$ cat src/rtl/rv64_ctrl_pkg.sv
// Shared definitions for the RV64 multicycle controller: FSM state encoding,
// base opcodes and the select encodings driven onto the datapath muxes.
// Datapath width is 64 bits; nothing in the controller depends on it.
package rv64_ctrl_pkg;

    typedef enum logic [3:0] {
        S_FETCH,
        S_DECODE,
        S_MEMADR,
        S_MEMRD,
        S_MEMWB,
        S_MEMWR,
        S_EXR,
        S_EXI,
        S_LUI,
        S_AUIPC,
        S_ALUWB,
        S_BRANCH,
        S_JAL,
        S_JALR1,
        S_JALR2,
        S_TRAP
    } state_t;

    // Base opcodes (instr[6:0])
    localparam logic [6:0] OP_LOAD   = 7'b0000011;
    localparam logic [6:0] OP_STORE  = 7'b0100011;
    localparam logic [6:0] OP_OP     = 7'b0110011;
    localparam logic [6:0] OP_OP32   = 7'b0111011;
    localparam logic [6:0] OP_IMM    = 7'b0010011;
    localparam logic [6:0] OP_IMM32  = 7'b0011011;
    localparam logic [6:0] OP_BRANCH = 7'b1100011;
    localparam logic [6:0] OP_JAL    = 7'b1101111;
    localparam logic [6:0] OP_JALR   = 7'b1100111;
    localparam logic [6:0] OP_LUI    = 7'b0110111;
    localparam logic [6:0] OP_AUIPC  = 7'b0010111;

    // Immediate generator format select
    localparam logic [2:0] IMM_NONE = 3'b000;
    localparam logic [2:0] IMM_I    = 3'b001;
    localparam logic [2:0] IMM_S    = 3'b010;
    localparam logic [2:0] IMM_B    = 3'b011;
    localparam logic [2:0] IMM_U    = 3'b100;
    localparam logic [2:0] IMM_J    = 3'b101;

    // ALU operand A select
    localparam logic [1:0] SRCA_PC    = 2'b00;
    localparam logic [1:0] SRCA_OLDPC = 2'b01;
    localparam logic [1:0] SRCA_RS1   = 2'b10;
    localparam logic [1:0] SRCA_ZERO  = 2'b11;

    // ALU operand B select
    localparam logic [1:0] SRCB_RS2  = 2'b00;
    localparam logic [1:0] SRCB_IMM  = 2'b01;
    localparam logic [1:0] SRCB_FOUR = 2'b10;

    // Result bus select
    localparam logic [1:0] RES_ALUOUT = 2'b00;
    localparam logic [1:0] RES_RDATA  = 2'b01;
    localparam logic [1:0] RES_ALU    = 2'b10;

    // ALU operation class
    localparam logic [1:0] ALU_ADD    = 2'b00;
    localparam logic [1:0] ALU_SUB    = 2'b01;
    localparam logic [1:0] ALU_FUNCT  = 2'b10;
    localparam logic [1:0] ALU_FUNCTW = 2'b11;

endpackage

$ cat src/rtl/rv64_branch_cond.sv
// Branch condition evaluation for the conditional branch group.
// Ports:
//   funct3     in  3  branch kind from the instruction
//   zero/lt/ltu in 1  ALU flags from the rs1-rs2 subtraction
//   taken      out 1  branch condition holds
//   bad_funct3 out 1  funct3 is not a defined branch (010/011)
module rv64_branch_cond (
    input  logic [2:0] funct3,
    input  logic       zero,
    input  logic       lt,
    input  logic       ltu,
    output logic       taken,
    output logic       bad_funct3
);

    always_comb begin
        taken      = 1'b0;
        bad_funct3 = 1'b0;
        case (funct3)
            3'b000:  taken = zero;   // beq
            3'b001:  taken = ~zero;  // bne
            3'b100:  taken = lt;     // blt
            3'b101:  taken = ~lt;    // bge
            3'b110:  taken = ltu;    // bltu
            3'b111:  taken = ~ltu;   // bgeu
            default: bad_funct3 = 1'b1;
        endcase
    end

endmodule

$ cat src/rtl/rv64_mc_controller.sv
// Multicycle control FSM for the RV64 core. Steps one instruction at a time
// through fetch, decode, execute, memory access and write-back, driving all
// datapath selects and write strobes.
// Ports:
//   clk, rst_n            clock, asynchronous active-low reset
//   instr[31:0]           IR contents
//   zero, lt, ltu         ALU compare flags
//   mem_ready             memory completes the current request
//   mem_req, mem_we       memory request / store qualifier
//   adr_src               memory address: 0 PC, 1 ALUOut
//   ir_write, pc_write, reg_write  datapath write strobes
//   alu_src_a/b, alu_op, result_src, imm_src  datapath selects
//   illegal               sticky illegal-instruction flag
module rv64_mc_controller
    import rv64_ctrl_pkg::*;
(
    input  logic        clk,
    input  logic        rst_n,
    input  logic [31:0] instr,
    input  logic        zero,
    input  logic        lt,
    input  logic        ltu,
    input  logic        mem_ready,
    output logic        mem_req,
    output logic        mem_we,
    output logic        adr_src,
    output logic        ir_write,
    output logic        pc_write,
    output logic        reg_write,
    output logic [1:0]  alu_src_a,
    output logic [1:0]  alu_src_b,
    output logic [1:0]  alu_op,
    output logic [1:0]  result_src,
    output logic [2:0]  imm_src,
    output logic        illegal
);

    state_t     state_q, state_d;
    // Cleared asynchronously with the state; holds every output at 0 until
    // the first clock edge after reset release, so mem_req rises one cycle
    // after rst_n deasserts.
    logic       active_q;

    logic [6:0] opcode;
    logic       br_taken;
    logic       br_bad;
    logic       unused_instr_bits;

    assign opcode            = instr[6:0];
    // rd/rs fields and funct7 are consumed by the datapath, not here.
    assign unused_instr_bits = ^{instr[31:15], instr[11:7]};

    rv64_branch_cond u_branch_cond (
        .funct3     (instr[14:12]),
        .zero       (zero),
        .lt         (lt),
        .ltu        (ltu),
        .taken      (br_taken),
        .bad_funct3 (br_bad)
    );

    always_ff @(posedge clk or negedge rst_n) begin
        if (!rst_n) begin
            state_q  <= S_FETCH;
            active_q <= 1'b0;
        end else begin
            state_q  <= state_d;
            active_q <= 1'b1;
        end
    end

    always_comb begin
        state_d    = state_q;
        mem_req    = 1'b0;
        mem_we     = 1'b0;
        adr_src    = 1'b0;
        ir_write   = 1'b0;
        pc_write   = 1'b0;
        reg_write  = 1'b0;
        alu_src_a  = SRCA_PC;
        alu_src_b  = SRCB_RS2;
        alu_op     = ALU_ADD;
        result_src = RES_ALUOUT;
        imm_src    = IMM_NONE;
        illegal    = 1'b0;

        if (active_q) begin
            case (state_q)
                S_FETCH: begin
                    mem_req    = 1'b1;
                    alu_src_a  = SRCA_PC;
                    alu_src_b  = SRCB_FOUR;
                    alu_op     = ALU_ADD;
                    result_src = RES_ALU;
                    // IR capture and PC+4 happen on the cycle the read completes.
                    if (mem_ready) begin
                        ir_write = 1'b1;
                        pc_write = 1'b1;
                        state_d  = S_DECODE;
                    end
                end
                S_DECODE: begin
                    // Precompute the branch/JAL target into ALUOut.
                    alu_src_a = SRCA_OLDPC;
                    alu_src_b = SRCB_IMM;
                    alu_op    = ALU_ADD;
                    case (opcode)
                        OP_LOAD, OP_STORE: state_d = S_MEMADR;
                        OP_OP, OP_OP32:    state_d = S_EXR;
                        OP_IMM, OP_IMM32:  state_d = S_EXI;
                        OP_BRANCH: begin
                            imm_src = IMM_B;
                            state_d = S_BRANCH;
                        end
                        OP_JAL: begin
                            imm_src = IMM_J;
                            state_d = S_JAL;
                        end
                        OP_JALR:           state_d = S_JALR1;
                        OP_LUI:            state_d = S_LUI;
                        OP_AUIPC:          state_d = S_AUIPC;
                        default:           state_d = S_TRAP;
                    endcase
                end
                S_MEMADR: begin
                    alu_src_a = SRCA_RS1;
                    alu_src_b = SRCB_IMM;
                    alu_op    = ALU_ADD;
                    if (opcode == OP_STORE) begin
                        imm_src = IMM_S;
                        state_d = S_MEMWR;
                    end else begin
                        imm_src = IMM_I;
                        state_d = S_MEMRD;
                    end
                end
                S_MEMRD: begin
                    mem_req = 1'b1;
                    adr_src = 1'b1;
                    if (mem_ready) state_d = S_MEMWB;
                end
                S_MEMWB: begin
                    reg_write  = 1'b1;
                    result_src = RES_RDATA;
                    state_d    = S_FETCH;
                end
                S_MEMWR: begin
                    mem_req = 1'b1;
                    mem_we  = 1'b1;
                    adr_src = 1'b1;
                    if (mem_ready) state_d = S_FETCH;
                end
                S_EXR: begin
                    alu_src_a = SRCA_RS1;
                    alu_src_b = SRCB_RS2;
                    alu_op    = (opcode == OP_OP32) ? ALU_FUNCTW : ALU_FUNCT;
                    state_d   = S_ALUWB;
                end
                S_EXI: begin
                    alu_src_a = SRCA_RS1;
                    alu_src_b = SRCB_IMM;
                    imm_src   = IMM_I;
                    alu_op    = (opcode == OP_IMM32) ? ALU_FUNCTW : ALU_FUNCT;
                    state_d   = S_ALUWB;
                end
                S_LUI: begin
                    alu_src_a = SRCA_ZERO;
                    alu_src_b = SRCB_IMM;
                    imm_src   = IMM_U;
                    alu_op    = ALU_ADD;
                    state_d   = S_ALUWB;
                end
                S_AUIPC: begin
                    alu_src_a = SRCA_OLDPC;
                    alu_src_b = SRCB_IMM;
                    imm_src   = IMM_U;
                    alu_op    = ALU_ADD;
                    state_d   = S_ALUWB;
                end
                S_ALUWB: begin
                    reg_write  = 1'b1;
                    result_src = RES_ALUOUT;
                    state_d    = S_FETCH;
                end
                S_BRANCH: begin
                    alu_src_a  = SRCA_RS1;
                    alu_src_b  = SRCB_RS2;
                    alu_op     = ALU_SUB;
                    result_src = RES_ALUOUT;
                    // ALUOut still holds the target computed in DECODE.
                    pc_write   = br_taken;
                    state_d    = br_bad ? S_TRAP : S_FETCH;
                end
                S_JAL: begin
                    // PC <- target from ALUOut while the ALU forms OldPC+4
                    // for the link write in ALUWB.
                    alu_src_a  = SRCA_OLDPC;
                    alu_src_b  = SRCB_FOUR;
                    alu_op     = ALU_ADD;
                    result_src = RES_ALUOUT;
                    pc_write   = 1'b1;
                    state_d    = S_ALUWB;
                end
                S_JALR1: begin
                    alu_src_a = SRCA_RS1;
                    alu_src_b = SRCB_IMM;
                    imm_src   = IMM_I;
                    alu_op    = ALU_ADD;
                    state_d   = S_JALR2;
                end
                S_JALR2: begin
                    alu_src_a  = SRCA_OLDPC;
                    alu_src_b  = SRCB_FOUR;
                    alu_op     = ALU_ADD;
                    result_src = RES_ALUOUT;
                    pc_write   = 1'b1;
                    state_d    = S_ALUWB;
                end
                S_TRAP: begin
                    illegal = 1'b1;
                end
                default: state_d = S_TRAP;
            endcase
        end
    end

endmodule

$ cat config.mk
export PLATFORM = sky130hd
export DESIGN_NAME = rv64_mc_controller
export DESIGN_NICKNAME = d
export VERILOG_FILES = /design/src/rtl/rv64_ctrl_pkg.sv /design/src/rtl/rv64_branch_cond.sv /design/src/rtl/rv64_mc_controller.sv
export SDC_FILE = /design/constraint.sdc
export NUM_CORES = 1
export LEC_CHECK = 0
export BUFFER_PORTS_ARGS = -buffer_cell sky130_fd_sc_hd__buf_2
export CELL_PAD_IN_SITES_DETAIL_PLACEMENT = 0
export CELL_PAD_IN_SITES_GLOBAL_PLACEMENT = 2
export CORE_ASPECT_RATIO = 1.75
export CORE_MARGIN = 2
export CORE_UTILIZATION = 18
export CTS_CLUSTER_DIAMETER = 60
export DETAILED_ROUTE_END_ITERATION = 7
export PLACE_DENSITY = 0.82
export SYNTH_ARGS = -nofsm -noshare
export SYNTH_HDL_FRONTEND = slang
export SYNTH_SLANG_ARGS = --single-unit
export TNS_END_PERCENT = 30
$ cat constraint.sdc
create_clock -name clk -period 1.5 [get_ports clk]
set_clock_uncertainty 0.05 [all_clocks]
set_input_delay 0.075 -clock clk [delete_from_list [all_inputs] [get_ports clk]]
set_output_delay 0.075 -clock clk [all_outputs]
set_load 0.01 [all_outputs]
==> flow_metrics.env, run 1 <==
export IMPL_area_growth_synth_to_final_pct=75.5
export IMPL_final_total_pwr_mw=2.79
export IMPL_power_share_combinational=0.782
export IMPL_final_net_count=239
export IMPL_post_synth_inst_count=134
export IMPL_pwr_density_cell_nw_per_um2=1790
export IMPL_drcViolationCount=0
export IMPL_synth_warning_count=0
export IMPL_grt_pass1_vias=1286
export IMPL_detailedRoute_firstIterationViolations=34
export IMPL_initial_core_util=0.188
export IMPL_final_min_period_over_clock_period=1.18
export IMPL_gr_usage_all_layers=0.131
export IMPL_crit_arrival_ns=1.64
export IMPL_global_route_overflow_total=0
export IMPL_grt_util_met1=0.126
export IMPL_outcome="finished, violations left"
export IMPL_design_portCount=56
export IMPL_gpl_final_weighted_congestion=0.873
export IMPL_cts_buffers_inserted=3
export IMPL_postSynth_topFlopCell="sky130_fd_sc_hd__dfrtp_1"
export IMPL_cts_clk_slew_worst_paths_ns=0.04
export IMPL_timing_critical_path_from_type="register"
export IMPL_drv_slew=0
export IMPL_syn_nets=172
export IMPL_rows=33
export IMPL_power_leakage_nw=0.710
export IMPL_grt_antenna_before_repair=0
export IMPL_startpoint="state_q[3]"
export IMPL_violated_checks="setup timing"
export IMPL_postSynth_asyncResetShare=1.00
export IMPL_critPathCaptureType="primary output"
export IMPL_synth_seq_cells=5
export IMPL_ctsHtreeMaxLevel=1
export IMPL_tritoncts="yes"
export IMPL_setup_reg_to_reg_worst_slack_ns=-0.20
export IMPL_io_buffers=33
export IMPL_grt_met2_usage=0.265
export IMPL_wl_per_cell_um=14.3
export IMPL_final_hold_viol_count=0
export IMPL_max_clock_freq_mhz=567
export IMPL_setup_tns_final_ns=-3.33
export IMPL_drt_vias_per_instance=4.92
export IMPL_timing_rr_end="state_q[2]"
export IMPL_rr_startpoint="state_q[3]"
export IMPL_cts_num_sinks=5
export IMPL_ir_worst_vdd_uv=798
export IMPL_setup_violations=20
export IMPL_finalCriticalPeriod_ns=1.76
export IMPL_switching_share=0.467
export IMPL_drive_gt1_frac=0.560
export IMPL_grt_pass1_wl_um=5800
export IMPL_cap_viol_max_count=0
export IMPL_clock_path_buffers=2
export IMPL_drt_antenna_violating_nets=0
export IMPL_portion_of_total_power_attributed_to_the_clock_network=0.098
export IMPL_worstSetupPathType="reg2out"
export IMPL_layout_filler_cells=539
export IMPL_path_depth_of_the_worst_reg2reg_path=6
export IMPL_synth_yosys_seq_area_share=0.141
export IMPL_final_util=0.331
export IMPL_power_frac_seq=0.120
export IMPL_hold_class="in2async"
export IMPL_drt_wl_total_um=3600
export IMPL_insertion_delay_ns=0.24
export IMPL_critical_path_endpoint="imm_src[0]"
export IMPL_antennaDiodeCount=0
export IMPL_crit_fanout=6
export IMPL_synth_edf_count=0
export IMPL_dp_hpwl_um=2750
export IMPL_syn_area_per_cell_um2=6.62
export IMPL_y_dimension_of_the_die_um=96.9
export IMPL_global_route_peak_usage_layer="met2"
export IMPL_grt_setup_unrepaired="true"
export IMPL_grt_start_max_net_pins=10
export IMPL_mappedNetlistArea_um2=887
export IMPL_switching_power_mw=1.30
export IMPL_detailedRoute_firstPassIterationCount=4
export IMPL_design_die_area_um2=5530
export IMPL_cts_root_buf="sky130_fd_sc_hd__clkbuf_8"
export IMPL_horizontal_die_dimension_um=57.1
export IMPL_vias=1241
export IMPL_number_of_library_cell_types_mapped_by_synthesis=45
export IMPL_floorplan_core_area_um2=4710
export IMPL_timing_critical_path_required_ns=1.37
export IMPL_timing_final_ws_setup_ns=-0.263
export IMPL_global_route_usage_met3=0.0160
export IMPL_internal_power_mw=1.49
## worst min path at each step
| stage | from | end | cells after the start |
|---|---|---|---|
| after floorplan | rst_n | active_q | 0 |
| after global placement | rst_n | state_q[0] | 1 |
| after detailed placement | rst_n | state_q[0] | 1 |
| after CTS | rst_n | active_q | 2 |
| after global routing | rst_n | state_q[2] | 2 |
| final | rst_n | state_q[3] | 2 |
## layout by cell type (no fill, tap or decap), types with 3 or more instances in the layout
cell	synthesis	final
sky130_fd_sc_hd__buf_2	6	33
sky130_fd_sc_hd__buf_4	0	31
sky130_fd_sc_hd__nor2_1	18	14
sky130_fd_sc_hd__nand2_1	12	11
sky130_fd_sc_hd__a21oi_1	11	7
sky130_fd_sc_hd__buf_6	3	7
sky130_fd_sc_hd__o21ai_0	6	6
sky130_fd_sc_hd__a21oi_2	1	5
sky130_fd_sc_hd__nor3_4	0	4
sky130_fd_sc_hd__nand2b_1	4	4
sky130_fd_sc_hd__dfrtp_2	0	4
sky130_fd_sc_hd__inv_2	3	3
sky130_fd_sc_hd__inv_1	4	3
sky130_fd_sc_hd__nor3_2	3	3
sky130_fd_sc_hd__and2_1	3	3
sky130_fd_sc_hd__o21ai_1	5	3
sky130_fd_sc_hd__xor2_1	4	3
sky130_fd_sc_hd__nand3_1	3	3
sky130_fd_sc_hd__a31oi_1	4	3
sky130_fd_sc_hd__or3_4	2	3
sky130_fd_sc_hd__clkbuf_8	0	3
## timing repair
item,CTS,global route
setup endpoints to repair,22,22
gates cloned,0,0
gates resized for setup,23,23
hold buffers,1,0
buffers inserted,4,3
pin swaps,11,9
endpoints found under the hold margin,5,0
## Yosys cell counts (4+ instances only)
| cell type | instances | share of area |
|---|---|---|
| sky130_fd_sc_hd__o21ai_1 | 5 | 0.028 |
| sky130_fd_sc_hd__a31oi_1 | 4 | 0.028 |
| sky130_fd_sc_hd__nor3_1 | 6 | 0.034 |
| sky130_fd_sc_hd__inv_1 | 4 | 0.017 |
| sky130_fd_sc_hd__o21ai_0 | 6 | 0.034 |
| sky130_fd_sc_hd__xor2_1 | 4 | 0.039 |
| sky130_fd_sc_hd__dfrtp_1 | 5 | 0.14 |
| sky130_fd_sc_hd__buf_2 | 6 | 0.034 |
| sky130_fd_sc_hd__nand2_1 | 12 | 0.051 |
| sky130_fd_sc_hd__a21oi_1 | 11 | 0.062 |
| sky130_fd_sc_hd__nand2b_1 | 4 | 0.028 |
| sky130_fd_sc_hd__nor2_1 | 18 | 0.076 |
## power by group through the flow
stage	combinational, mW	clock (mW)	sequential, mW
floorplan	1.05	0	0.219
global placement	1.70	0	0.313
detailed placement	1.69	0	0.309
CTS	1.91	0.263	0.309
global route	2.37	0.290	0.341
finish	2.18	0.273	0.335
## layout make-up
cell class / instances / area (µm²) / area share
multi-input cells: 112 / 801 / 0.514
clock buffers: 4 / 45.0 / 0.0289
well taps: 52 / 65.1 / 0.0418
inverters: 7 / 28.8 / 0.0185
repair buffers: 72 / 487 / 0.313
flip-flops and latches: 5 / 130 / 0.0836
## through the flow
stage	instances	setup slack, ns	area, µm²	hold slack (ns)
6_report	252	-0.263	1560	0.135
3_5_place_dp	240	-0.111	1280	-0.157
5_1_grt	252	-0.359	1560	0.150
3_3_place_gp	240	-0.171	1280	-0.156
2_1_floorplan	134	0.00816	887	-0.271
4_1_cts	249	-0.212	1430	0.152
## routing by layer
layer	up-vias	routed length [µm]
met5	-	0
met4	0	153
met3	13	124
met2	34	2130
met1	579	1200
li1	615	-
## critical path: stages, from the launching register on
cell                      delay (ns)
sky130_fd_sc_hd__dfrtp_2        0.46
sky130_fd_sc_hd__nor3_4         0.23
sky130_fd_sc_hd__nand2_2        0.10
sky130_fd_sc_hd__nor3_4         0.18
sky130_fd_sc_hd__o21ai_1        0.11
sky130_fd_sc_hd__a31oi_1        0.17
sky130_fd_sc_hd__buf_2          0.15
## logic make-up (layout without fill, tap and decap cells)
family	count (synthesis)	after routing	synth area share
other	1	1	0.00423
AOI/OAI and AO/OA	42	42	0.302
DFF	5	5	0.141
and+or+nand+nor	63	63	0.386
buffers and inverters	17	83	0.106
muxes	1	1	0.0113
xor gates and xnor gates	5	5	0.0494
## registers in the layout (all words and copies together) (netlist names)
register,cells
state_q,4
active_q,1
Power figures use the tool's default switching activity.
==> run 2: changes to the inputs <==
--- a/config.mk
+++ b/config.mk
@@ -14,6 +14,7 @@
 export CTS_CLUSTER_DIAMETER = 60
 export DETAILED_ROUTE_END_ITERATION = 7
 export PLACE_DENSITY = 0.82
+export SKIP_LAST_GASP = 1
 export SYNTH_ARGS = -nofsm -noshare
 export SYNTH_HDL_FRONTEND = slang
 export SYNTH_SLANG_ARGS = --single-unit
==> run 2 against run 1 <==
The flow still finishes with violations (setup timing). Final cell count unchanged. Core utilization down 0.40 points. Via count up 0.32%. Combinational power about the same. Clock power down 7.7%. Die area unchanged. Critical path type unchanged. Design area down 1.2%. Global-route usage down 0.37 points.
==> flow_metrics.env, run 2 (same netlist as run 1, synthesis figures left out) <==
export IMPL_outcome="finished, violations left"
export IMPL_violated_checks="setup timing"
export IMPL_ir_worst_vdd_uv=775
export IMPL_critPathCaptureType="primary output"
export IMPL_final_util=0.327
export IMPL_cts_num_sinks=5
export IMPL_setup_tns_final_ns=-3.61
export IMPL_grt_antenna_before_repair=0
export IMPL_setup_violations=22
export IMPL_io_buffers=33
export IMPL_horizontal_die_dimension_um=57.1
export IMPL_layout_common_cells="33 x sky130_fd_sc_hd__buf_2, 32 x sky130_fd_sc_hd__buf_4, 14 x sky130_fd_sc_hd__nor2_1, 11 x sky130_fd_sc_hd__nand2_1, 9 x sky130_fd_sc_hd__a21oi_1"
export IMPL_area_growth_synth_to_final_pct=73.3
export IMPL_drive_gt1_frac=0.520
export IMPL_hold_class="in2async"
export IMPL_fin_hold_ws_ns=0.148
export IMPL_worstSetupPathType="reg2out"
export IMPL_portion_of_total_power_attributed_to_the_clock_network=0.092
export IMPL_grt_start_max_net_pins=10
export IMPL_cts_clk_slew_worst_paths_ns=0.04
export IMPL_power_leakage_nw=0.707
export IMPL_top_register="state_q"
export IMPL_grt_pass1_wl_um=5620
export IMPL_cap_viol_max_count=0
export IMPL_worst_path_buffer_plus_inverter_count=3
export IMPL_internal_power_mw=1.46
export IMPL_largest_register_ffs=4
export IMPL_grt_pass1_vias=1271
export IMPL_finalCriticalPeriod_ns=1.74
export IMPL_drt_wl_total_um=3470
export IMPL_switching_power_mw=1.27
export IMPL_timing_critical_path_from_type="register"
export IMPL_power_share_combinational=0.793
export IMPL_vias=1245
export IMPL_critical_path_top_delay_family="flip-flops"
export IMPL_final_hold_viol_count=0
export IMPL_wl_per_cell_um=13.8
export IMPL_design_die_area_um2=5530
export IMPL_insertion_delay_ns=0.22
export IMPL_crit_fanout=6
export IMPL_drt_vias_per_instance=4.94
export IMPL_power_frac_seq=0.115
export IMPL_drt_antenna_violating_nets=0
export IMPL_floorplan_core_area_um2=4710
export IMPL_cells_along_the_critical_path="buf_6 -> or3b_4 -> buf_4 -> a21oi_1 -> buf_2"
export IMPL_cts_root_buf="sky130_fd_sc_hd__clkbuf_8"
export IMPL_final_min_period_over_clock_period=1.16
export IMPL_timing_final_ws_setup_ns=-0.243
export IMPL_timing_critical_path_required_ns=1.37
export IMPL_detailedRoute_firstPassIterationCount=4
export IMPL_grt_setup_unrepaired="true"
export IMPL_global_route_overflow_total=0
export IMPL_y_dimension_of_the_die_um=96.9
export IMPL_initial_core_util=0.188
export IMPL_design_portCount=56
export IMPL_detailedRoute_firstIterationViolations=31
export IMPL_cts_buffers_inserted=3
export IMPL_layout_top_registers="state_q (4), active_q (1)"
export IMPL_dp_hpwl_um=2750
export IMPL_rows=33
export IMPL_ctsHtreeMaxLevel=1
export IMPL_drv_slew=0
export IMPL_critPathMaxStageDelay_ns=0.45
export IMPL_max_clock_freq_mhz=574
export IMPL_drcViolationCount=0
export IMPL_clock_path_buffers=2
export IMPL_crit_arrival_ns=1.62
export IMPL_final_net_count=239
export IMPL_tritoncts="yes"
export IMPL_gr_usage_all_layers=0.127
export IMPL_cpMaxStageDelayCell="sky130_fd_sc_hd__dfrtp_2"
export IMPL_layout_commonest_cell="sky130_fd_sc_hd__buf_2"
export IMPL_switching_share=0.466
export IMPL_antennaDiodeCount=0
export IMPL_gpl_final_weighted_congestion=0.873
export IMPL_pwr_density_cell_nw_per_um2=1780
## run 2: final cells by class
cell class	instances	area (µm²)
Multi-Input combinational cell	112	796
Timing Repair Buffer	72	475
Inverter	7	26.3
Sequential cell	5	130
Fill cell	546	3170
Clock buffer	4	45.0
Tap cell	52	65.1
## run 2: what timing repair did
item                                    CTS  global route
buffers inserted                          4             3
pin swaps                                 5             6
gates cloned                              0             0
gates resized for setup                  15            21
endpoints found under the setup margin   22            22
hold buffers                              1             0
endpoints found under the hold margin     5             0
## run 2: per-layer routing
metal | up-vias | part of all wire | track usage
li1 | 617 | - | -
met1 | 579 | 0.35 | 0.122
met2 | 37 | 0.59 | 0.254
met3 | 12 | 0.031 | 0.0174
met4 | 0 | 0.031 | 0.0519
met5 | - | 0 | 0
## run 2: final timing paths
kind	start	end	slack, ns	depth (start not counted)
setup / recovery	state_q[2]	reg_write	-0.24	5
hold / removal	rst_n	state_q[3]	0.15	2
setup reg to reg	state_q[2]	state_q[2]	-0.21	6
hold reg to reg	state_q[1]	state_q[1]	0.64	2
max in group asynchronous	rst_n	state_q[0]	1.11	2
min in group clk	mem_ready	state_q[0]	0.29	3
## run 2: through the flow
step                      setup slack [ns]  std cells  area [µm²]  power [mW]
final                               -0.243        252        1540        2.74
after global routing                -0.325        252        1540        2.96
after CTS                           -0.212        249        1410        2.42
after detailed placement            -0.111        240        1280        2.00
after global placement              -0.171        240        1280        2.01
after floorplan                    0.00816        134         887        1.26
## run 2: power by group through the flow
stage	registers [mW]	clock network, mW	logic (mW)
after global placement	0.313	0	1.70
after detailed placement	0.309	0	1.69
final	0.315	0.252	2.17
after global routing	0.322	0.276	2.36
after floorplan	0.219	0	1.05
after CTS	0.307	0.263	1.85
